===== src/rtl/fifo_rd_arbiter_pkg.sv =====
// rtl/fifo_rd_arbiter_pkg.sv - shared types, widths and round-robin pick for the FIFO read arbiter
package fifo_rd_arb_pkg;

  typedef enum logic {
    IDLE  = 1'b0,
    BURST = 1'b1
  } state_t;

  localparam int MAX_REQ     = 16;
  localparam int NUM_REQ_DEF = 4;
  localparam int TIMEOUT_DEF = 16;
  localparam int PTRW        = $clog2(NUM_REQ_DEF);
  localparam int STALLW      = (TIMEOUT_DEF > 0) ? $clog2(TIMEOUT_DEF + 1) : 1;

  // One-hot grant for the first set bit of req searching upward from last+1 (mod n).
  function automatic logic [MAX_REQ-1:0] rr_pick(input logic [MAX_REQ-1:0] req,
                                                 input logic [3:0]         last,
                                                 input int                 n);
    logic [MAX_REQ-1:0] g;
    int                 idx;
    g = '0;
    for (int i = MAX_REQ; i >= 1; i--) begin
      idx = (int'(last) + i) % n;
      if (i <= n && req[idx[3:0]]) g = MAX_REQ'(1) << idx[3:0];
    end
    return g;
  endfunction

endpackage


===== src/rtl/fifo_rd_arbiter_if.sv =====
// rtl/fifo_rd_arbiter_if.sv - consumer and FIFO read-port signals of the read arbiter
interface fifo_rd_arbiter_if #(
  parameter int NUM_REQ = 4,
  parameter int DSIZE   = 8,
  parameter int LENW    = 4
);
  logic [NUM_REQ-1:0]      req_i;
  logic [NUM_REQ*LENW-1:0] len_i;
  logic                    fifo_empty_i;
  logic [DSIZE-1:0]        fifo_rdata_i;
  logic                    fifo_ren_o;
  logic [NUM_REQ-1:0]      gnt_o;
  logic [DSIZE-1:0]        rdata_o;
  logic [NUM_REQ-1:0]      rvalid_o;
  logic [NUM_REQ-1:0]      done_o;
  logic                    abort_o;

  modport slave (
    input  req_i, len_i, fifo_empty_i, fifo_rdata_i,
    output fifo_ren_o, gnt_o, rdata_o, rvalid_o, done_o, abort_o
  );

  modport master (
    output req_i, len_i, fifo_empty_i, fifo_rdata_i,
    input  fifo_ren_o, gnt_o, rdata_o, rvalid_o, done_o, abort_o
  );
endinterface


===== src/rtl/fifo_rd_arbiter_rr_arbiter.sv =====
// rtl/fifo_rd_arbiter_rr_arbiter.sv - combinational round-robin picker with registered last pointer
module rr_arbiter
  import fifo_rd_arb_pkg::*;
#(
  parameter int NUM_REQ = NUM_REQ_DEF,
  parameter int PW      = PTRW
) (
  input  logic               clk,
  input  logic               rst_n,
  input  logic [NUM_REQ-1:0] req,
  input  logic               en,
  output logic [NUM_REQ-1:0] gnt,
  output logic [PW-1:0]      idx
);

  logic [PW-1:0]      last;
  logic [MAX_REQ-1:0] pick;

  assign pick = rr_pick(MAX_REQ'(req), 4'(last), NUM_REQ);
  assign gnt  = pick[NUM_REQ-1:0];

  always_comb begin
    idx = '0;
    for (int i = 0; i < MAX_REQ; i++) begin
      if (pick[i]) idx = PW'(i);
    end
  end

  // Reset to the top index so consumer 0 wins the first arbitration.
  always_ff @(posedge clk or negedge rst_n) begin
    if (!rst_n) last <= PW'(NUM_REQ - 1);
    else if (en) last <= idx;
  end

endmodule


===== src/rtl/fifo_rd_arbiter.sv =====
// rtl/fifo_rd_arbiter.sv - round-robin burst arbiter for the async FIFO read port with empty-timeout abort
module fifo_rd_arbiter
  import fifo_rd_arb_pkg::*;
#(
  parameter int NUM_REQ = NUM_REQ_DEF,
  parameter int DSIZE   = 8,
  parameter int LENW    = 4,
  parameter int TIMEOUT = TIMEOUT_DEF
) (
  input  logic                rclk_i,
  input  logic                rrst_n_i,
  fifo_rd_arbiter_if.slave    bus
);

  localparam int PW = (NUM_REQ > 1) ? $clog2(NUM_REQ) : 1;
  localparam int SW = (TIMEOUT > 0) ? $clog2(TIMEOUT + 1) : 1;
  localparam logic [SW-1:0] STALL_MAX  = SW'(TIMEOUT);
  localparam logic [SW-1:0] STALL_LAST = SW'(TIMEOUT - 1);

  state_t             state, state_nx;
  logic [LENW-1:0]    cnt, cnt_nx;
  logic [SW-1:0]      stall, stall_nx;
  logic [NUM_REQ-1:0] gnt, gnt_nx;
  logic [NUM_REQ-1:0] rvalid, rvalid_nx;
  logic [NUM_REQ-1:0] done, done_nx;
  logic               abort, abort_nx;
  logic [DSIZE-1:0]   rdata, rdata_nx;
  logic               ren;
  logic               arb_en;
  logic [NUM_REQ-1:0] arb_gnt;
  logic [PW-1:0]      arb_idx;

  rr_arbiter #(
    .NUM_REQ (NUM_REQ),
    .PW      (PW)
  ) u_rr (
    .clk   (rclk_i),
    .rst_n (rrst_n_i),
    .req   (bus.req_i),
    .en    (arb_en),
    .gnt   (arb_gnt),
    .idx   (arb_idx)
  );

  always_ff @(posedge rclk_i or negedge rrst_n_i) begin
    if (!rrst_n_i) begin
      state  <= IDLE;
      cnt    <= '0;
      stall  <= '0;
      gnt    <= '0;
      rvalid <= '0;
      done   <= '0;
      abort  <= 1'b0;
      rdata  <= '0;
    end else begin
      state  <= state_nx;
      cnt    <= cnt_nx;
      stall  <= stall_nx;
      gnt    <= gnt_nx;
      rvalid <= rvalid_nx;
      done   <= done_nx;
      abort  <= abort_nx;
      rdata  <= rdata_nx;
    end
  end

  always_comb begin
    state_nx  = state;
    cnt_nx    = cnt;
    stall_nx  = stall;
    gnt_nx    = gnt;
    rdata_nx  = rdata;
    rvalid_nx = '0;
    done_nx   = '0;
    abort_nx  = 1'b0;
    ren       = 1'b0;
    arb_en    = 1'b0;
    case (state)
      IDLE: begin
        if (|bus.req_i) begin
          arb_en   = 1'b1;
          gnt_nx   = arb_gnt;
          cnt_nx   = bus.len_i[int'(arb_idx)*LENW +: LENW];
          stall_nx = '0;
          state_nx = BURST;
        end
      end
      BURST: begin
        ren = (cnt != '0) && !bus.fifo_empty_i;
        if (cnt == '0) begin
          state_nx = IDLE;
          gnt_nx   = '0;
          done_nx  = gnt;
        end else if (ren) begin
          cnt_nx    = cnt - LENW'(1);
          stall_nx  = '0;
          rdata_nx  = bus.fifo_rdata_i;
          rvalid_nx = gnt;
          if (cnt == LENW'(1)) begin
            state_nx = IDLE;
            gnt_nx   = '0;
            done_nx  = gnt;
          end
        end else begin
          // Only an empty FIFO can hold off a non-zero burst, so this is a stall cycle.
          if (stall != STALL_MAX) stall_nx = stall + SW'(1);
          if (TIMEOUT != 0 && stall == STALL_LAST) begin
            state_nx = IDLE;
            gnt_nx   = '0;
            done_nx  = gnt;
            abort_nx = 1'b1;
          end
        end
      end
      default: state_nx = IDLE;
    endcase
  end

  assign bus.fifo_ren_o = ren;
  assign bus.gnt_o      = gnt;
  assign bus.rvalid_o   = rvalid;
  assign bus.done_o     = done;
  assign bus.abort_o    = abort;
  assign bus.rdata_o    = rdata;

endmodule

===== src/flat_wrapper.sv =====
// flat-port wrapper written by rule: the top's interface ports become plain ports
module fifo_rd_arbiter_flat import fifo_rd_arb_pkg::*;
#(
  parameter int NUM_REQ = NUM_REQ_DEF,
  parameter int DSIZE   = 8,
  parameter int LENW    = 4,
  parameter int TIMEOUT = TIMEOUT_DEF
)
  (rclk_i, rrst_n_i, bus_req_i, bus_len_i, bus_fifo_empty_i, bus_fifo_rdata_i, bus_fifo_ren_o, bus_gnt_o, bus_rdata_o, bus_rvalid_o, bus_done_o, bus_abort_o);
  fifo_rd_arbiter_if #(.NUM_REQ(NUM_REQ), .DSIZE(DSIZE), .LENW(LENW)) bus_i ();
  input  logic rclk_i;
  input  logic rrst_n_i;
  input wire logic [$bits(bus_i.req_i)-1:0] bus_req_i;
  input wire logic [$bits(bus_i.len_i)-1:0] bus_len_i;
  input wire logic [$bits(bus_i.fifo_empty_i)-1:0] bus_fifo_empty_i;
  input wire logic [$bits(bus_i.fifo_rdata_i)-1:0] bus_fifo_rdata_i;
  output wire logic [$bits(bus_i.fifo_ren_o)-1:0] bus_fifo_ren_o;
  output wire logic [$bits(bus_i.gnt_o)-1:0] bus_gnt_o;
  output wire logic [$bits(bus_i.rdata_o)-1:0] bus_rdata_o;
  output wire logic [$bits(bus_i.rvalid_o)-1:0] bus_rvalid_o;
  output wire logic [$bits(bus_i.done_o)-1:0] bus_done_o;
  output wire logic [$bits(bus_i.abort_o)-1:0] bus_abort_o;
  assign bus_i.req_i = bus_req_i;
  assign bus_i.len_i = bus_len_i;
  assign bus_i.fifo_empty_i = bus_fifo_empty_i;
  assign bus_i.fifo_rdata_i = bus_fifo_rdata_i;
  assign bus_fifo_ren_o = bus_i.fifo_ren_o;
  assign bus_gnt_o = bus_i.gnt_o;
  assign bus_rdata_o = bus_i.rdata_o;
  assign bus_rvalid_o = bus_i.rvalid_o;
  assign bus_done_o = bus_i.done_o;
  assign bus_abort_o = bus_i.abort_o;
  fifo_rd_arbiter #(.NUM_REQ(NUM_REQ), .DSIZE(DSIZE), .LENW(LENW), .TIMEOUT(TIMEOUT)) u_core (.rclk_i(rclk_i), .rrst_n_i(rrst_n_i), .bus(bus_i));
endmodule

===== config.mk =====
export PLATFORM = sky130hd
export DESIGN_NAME = fifo_rd_arbiter_flat
export DESIGN_NICKNAME = d
export VERILOG_FILES = /design/src/rtl/fifo_rd_arbiter_pkg.sv /design/src/rtl/fifo_rd_arbiter_if.sv /design/src/rtl/fifo_rd_arbiter_rr_arbiter.sv /design/src/rtl/fifo_rd_arbiter.sv /design/src/flat_wrapper.sv
export SDC_FILE = /design/constraint.sdc
export NUM_CORES = 1
export LEC_CHECK = 0
export ABC_AREA = 1
export CORE_MARGIN = 3
export CORE_UTILIZATION = 44
export DETAILED_ROUTE_END_ITERATION = 6
export HOLD_SLACK_MARGIN = 0.05
export PLACE_DENSITY = 0.81
export SYNTH_ARGS = -nofsm -noshare
export SYNTH_HDL_FRONTEND = slang
export SYNTH_SLANG_ARGS = --single-unit

===== constraint.sdc =====
create_clock -name rclk_i -period 2.4 [get_ports rclk_i]
set_clock_uncertainty 0.1 [all_clocks]
set_input_delay 0.36 -clock rclk_i [delete_from_list [all_inputs] [get_ports rclk_i]]
set_output_delay 0.36 -clock rclk_i [all_outputs]
set_load 0.03 [all_outputs]

; After elaboration in Yosys (flattened, before gate mapping)
; Cells that the tools add are included.
[word_totals]
register_bits = 33
in_bits = 31
[classes]
add_sub_neg = 6
n_lt_le_gt_ge = 4
eq_ne = 9
shift = 5
muxes = 62
bitwise = 6
n_reduce_logical = 13
[ops]
columns = cell, n
row1 = $mux 16, 4
row2 = $mux 4, 16
row3 = $shl 1x4->16 const A, 4
row4 = $mux 2, 14
row5 = $lt 4x5->1 const B, 4
row6 = $mux 5, 4
row7 = $mux 1, 16
row8 = $pmux 4 s2, 2
row9 = $shiftx 16x5->4, 1
row10 = $bmux 1 s3, 4
row11 = $reduce_and 3->1, 4
row12 = $pmux 5 s2, 1
row13 = $ne 4x4->1 const B, 2
row14 = $reduce_or 2->1, 4
row15 = $add 5x1->5 const B, 1
row16 = $eq 5x4->1 const B, 1
row17 = $ne 5x5->1 const B, 1
row18 = $add 2x1->2 const B, 2
row19 = $add 2x2->2 const B, 2
row20 = $and 1x1->1 const A, 4
row21 = $eq 4x1->1 const B, 1
row22 = $logic_not 4->1, 1
row23 = $ne 2x2->1 const B, 2
row24 = $reduce_bool 4->1, 1
row25 = 8 further kinds, 9

; Longest topological paths before layout
[logic_depth]
depth_word = 27
depth_mapped = 16
mapped_depth_nobuf = 16

; Cells and area by module
; Synthesis repeated with hierarchy kept, for this count alone.
[unflattened]
cells_unflattened = 315
area_unflattened_um2 = 2244.7
[modules_own_cells]
columns = module, instances, cells_per_inst, area_each_um2, seq_area_each_um2
row1 = fifo_rd_arbiter, 1, 232, 1737.9, 775.7
row2 = rr_arbiter, 1, 83, 506.7, 52.6

; Worst setup path before layout
; No wires, ideal clock.
[synth_path]
path_type = register -> register
startpoint = register u_core.u_rr.last[1]
endpoint = register u_core.cnt[0]
setup_ns = 0.116
t_arrival_ns = 2.127
required_time_ns = 2.184
path_slack_ns = 0.057
path_stages_with_launch = 16
path_buffers = 0
synth_period_minus_slack_ns = 2.343
path_cell_list = dfstp_2 > inv_1 > ha_1 > inv_1 > nand3_2 > nand2_2 > nand3_1 > nand2_2 > a21oi_4 > nand2_4 > nand2_4 > nand2_1 > nand2_1 > nand3_1 > nand2_1 > nand2_1
[synth_via]
elab_chain_len = 27
elab_cells_between_ends = 46
cone_classes = 4 x add/sub / 5 x shift / 29 x mux / 4 x bitwise / 4 x reduce/logical
[synth_lines]
columns = item, line
row1 = start: declaration, fifo_rd_arbiter_rr_arbiter.sv:16  ; logic [PW-1:0] last;
row2 = start signal: assignment, fifo_rd_arbiter_rr_arbiter.sv:31  ; if (!rst_n) last <= PW'(NUM_REQ - 1);
row3 = start signal: assignment, fifo_rd_arbiter_rr_arbiter.sv:32  ; else if (en) last <= idx;
row4 = $add 2x1->2, fifo_rd_arbiter_pkg.sv:23  ; idx = (int'(last) + i) % n;
row5 = $reduce_or 2->1 (no source line), n/a
row6 = $and 1x1->1 (no source line), n/a
row7 = $bmux 1 s3, fifo_rd_arbiter_pkg.sv:24  ; if (i <= n && req[idx[3:0]]) g = MAX_REQ'(1) << idx[3:0];
row8 = $mux 1 (not written as such), fifo_rd_arbiter_pkg.sv:24
row9 = $mux 16 (3 in series), fifo_rd_arbiter_pkg.sv:24
row10 = $mux 16 (*), fifo_rd_arbiter_pkg.sv:24
row11 = $mux 1, fifo_rd_arbiter_rr_arbiter.sv:25  ; if (pick[i]) idx = PW'(i);
row12 = $mux 2 (13 in series), fifo_rd_arbiter_rr_arbiter.sv:25
row13 = $mux 2 (*), fifo_rd_arbiter_rr_arbiter.sv:25
row14 = $shiftx 16x5->4 (*), fifo_rd_arbiter.sv:83  ; cnt_nx = bus.len_i[int'(arb_idx)*LENW +: LENW];
row15 = $mux 4 (*), fifo_rd_arbiter.sv:80  ; if (|bus.req_i) begin
row16 = $pmux 4 s2 (*), fifo_rd_arbiter.sv:78  ; case (state)
row17 = end signal: assignment, fifo_rd_arbiter.sv:57  ; cnt <= cnt_nx;
row18 = end: declaration, fifo_rd_arbiter.sv:21  ; logic [LENW-1:0] cnt, cnt_nx;
; Every way passes the cells marked *; elsewhere a longest branch is shown, timed or not. The select of a mux whose other input is x is not followed.
; A chain may end at the register's enable or synchronous reset.

; Final worst setup path
[layout_path]
startpoint = register u_core.u_rr.last[0]
endpoint = register u_core.cnt[3]
; Same word-level chain as after synthesis.

==> results.ini <==
[run_status]
outcome = finished clean

[timing]
setup_slack_ns = 0.0807
worst_pin_slew_ns = 0.421
fin_setup_tns_ns = 0
final.min_clock_period_ns = 2.32
drv_slew = 0
fmax_ghz = 0.431
setup_viol = 0
slew_headroom_pct = 71.9
hold_viol = 0
period_share_pct = 96.6

[final_layout]
fillers = 361
area_growth_syn_to_layout_pct = 41.5
stdcell_area_sq_um = 2990
drive_gt1_share_pct = 21.1
utilization_pct = 66.3
nNetsFinal = 393
multi_input_area_sq_um = 1190
seqCellArea_sq_um = 828
antenna_cells = 0

[pwr]
ir_drop_mv = 0.839
power.density_nw_per_um2 = 1670
switchingPower_w = 0.00255
pwr-share-clk_pct = 8.3
power.total_w = 0.00500
p_comb_share_pct = 73.6
power.leakage_nw = 1.47
pwr-share-seq_pct = 18.1
p_int_w = 0.00245
switching_share_pct = 51.0

[yosys]
synth-main-ff-cell = dfrtp_1
yosysSeqAreaShare_pct = 39.2
synth_seq_cells = 33
syn_nets = 319
synthArstFlopShare_pct = 100
ys_warn_count = 0
synthCells = 275
syn_area_sq_um = 2110
synth_edf_count = 0
synth_cell_types = 35
postSynthAreaPerCell_sq_um = 7.68

[flow_run]
max_cap_violations = 0

[floorplan]
initial_utilization_pct = 46.9
std_cell_rows = 24
die_x_microns = 75.3
die_y_microns = 75.3
io_pins = 53
core_area_sq_um = 4500
dieArea_sq_um = 5660

[placement]
dpl_worst_slack_ns = -0.0229
gp_congestion = 0.852
dpl_cell_area_sq_um = 2750
dpl.hpwl_microns = 3850
buffer_ports.inserted = 52

[setup_path]
worstPathMaxFanout = 8
worstSetupEndpointType = register
arrival_ns = 2.44
crit_type = register to register
worst-endpoint-required_ns = 2.52
start_kind = register

[routing]
drt_iter0_markers = 136
vias = 2035
avgViaCountPerCell = 5.06
dr.pass1.iters = 4
drc = 0
wirelength_microns = 5270
routedWlPerCell_microns = 13.1
ant_nets = 0

[cts]
clock_path_buffers = 2
clk-insertion-delay-late_ns = 0.29
cts.sinks = 33
clkTransAtPathRegs_ns = 0.07
cts_tree = yes
ctsHoldBuffers = 0
clock-root-buffer = clkbuf_8
cts_made_buffers = 5
h-tree-depth = 2

[grt]
grt_pass1_wl_microns = 8050
grtUsageTotal_pct = 18.7
grt_pass1_vias = 1827
antenna_found_initial = 0
grt_max_degree = 34
overflow = 0

[min_path]
hp-class = input pin to async pin

==> cell usage after synthesis, types with 4 or more instances <==
| cell type | number | share of area, % |
|---|---|---|
| inv_1 | 36 | 6.4 |
| nand2_2 | 8 | 2.4 |
| nand2_4 | 5 | 2.7 |
| o22ai_1 | 4 | 1.2 |
| a21oi_1 | 6 | 1.4 |
| nor2_1 | 27 | 4.8 |
| ha_1 | 13 | 7.7 |
| nand2_1 | 74 | 13 |
| nand3_1 | 17 | 4.0 |
| dfrtp_1 | 31 | 37 |
| inv_2 | 4 | 0.71 |
| o21ai_0 | 14 | 3.3 |
| nand3_2 | 5 | 2.4 |
==> routing by layer <==
metal / GRT usage (%) / vias up / wire length [microns]
met5: 0 / - / 0
met4: 6.21 / 0 / 85
met3: 4.54 / 8 / 237
met2: 31.2 / 57 / 2650
met1: 23.7 / 947 / 2300
li1: - / 1023 / -
==> final timing paths <==
| kind | from | endpoint | slack (ns) | cells after the start |
|---|---|---|---|---|
| min in group rclk_i | u_core.bus.rdata_o[1] | u_core.bus.rdata_o[1] | 0.38 | 2 |
| max reg2reg | u_core.u_rr.last[0] | u_core.cnt[3] | 0.08 | 16 |
| min | rrst_n_i | u_core.bus.rdata_o[7] | 0.37 | 2 |
| min reg2reg | u_core.bus.rdata_o[1] | u_core.bus.rdata_o[1] | 0.38 | 2 |
| max in group asynchronous | rrst_n_i | u_core.u_rr.last[1] | 1.50 | 2 |
| max | u_core.u_rr.last[0] | u_core.cnt[3] | 0.08 | 16 |
==> layout by cell type, fill, tap and decap left out, types with 2 or more instances in the layout <==
cell type,count
a21oi_1,6
a31oi_1,2
buf_4,16
clkbuf_8,5
clkdlybuf4s50_1,51
clkinv_1,2
clkinv_2,3
dfrtp_1,31
dfstp_2,2
ha_1,12
inv_1,34
inv_2,6
nand2_1,72
nand2_2,6
nand2_4,9
nand3_1,13
nand3_2,7
nand3_4,2
nand4_1,2
nor2_1,26
nor2_2,2
nor2_4,2
nor3_1,3
o21ai_0,13
o21ai_2,4
o22ai_1,4
==> final cells by class <==
| class | instances | share of cell area, % |
|---|---|---|
| clock buffer | 5 | 2.30 |
| clock inverter | 3 | 0.587 |
| inverter | 44 | 5.66 |
| multi-input combinational | 196 | 39.8 |
| sequential | 33 | 27.7 |
| tap | 52 | 2.18 |
| timing repair buffer | 69 | 21.8 |
==> repair_timing <==
action                     CTS  global route
pin swaps                    0            14
setup endpoints to repair    2             4
gates resized for setup      2            22
buffers inserted             0             9
cloned                       0             0
==> stage by stage <==
| stage | hold slack, ns | std cells |
|---|---|---|
| 3_5_place_dp | 0.363 | 385 |
| 5_1_grt | 0.402 | 402 |
| 4_1_cts | 0.375 | 393 |
| 6_report | 0.369 | 402 |
| 2_1_floorplan | -0.0356 | 275 |
| 3_3_place_gp | 0.353 | 385 |
==> critical path, stage by stage (launching register included) <==
cell	delay, ns
dfstp_2	0.54
inv_2	0.05
buf_4	0.17
nand2_4	0.09
nand2_2	0.07
o21ai_4	0.28
o21ai_2	0.09
clkinv_1	0.08
nand2_4	0.07
nand2_8	0.11
buf_4	0.12
nor2_1	0.04
nor2_1	0.12
nand2_1	0.06
nand2_1	0.06
nand2_1	0.06
a21oi_2	0.14
==> registers in the layout (all words and copies together), names as in the netlist <==
name / flops
u_core.u_rr.last: 2
u_core.cnt: 4
u_core.bus.gnt_o: 4
u_core.bus.rdata_o: 8
u_core.stall: 5
u_core.bus.done_o: 4
u_core.bus.abort_o: 1
u_core.state: 1
u_core.bus.rvalid_o: 4
==> logic make-up after synthesis <==
logic type,synth area share (%)
AOI/OAI and AO/OA,9.90
adders and majority gates,7.71
buffers and inverters,8.42
DFF,39.2
and+or+nand+nor,34.7
==> power by group through the flow <==
stage	clock, W	combinational, W	sequential (W)
after detailed placement	0	0.00307	0.000912
after floorplan	0	0.00205	0.00113
after CTS	0.000424	0.00309	0.000903
after global placement	0	0.00299	0.000897
after global routing	0.000451	0.00403	0.000932
final	0.000417	0.00368	0.000904
Note: power is estimated with default switching activity, not from simulation.
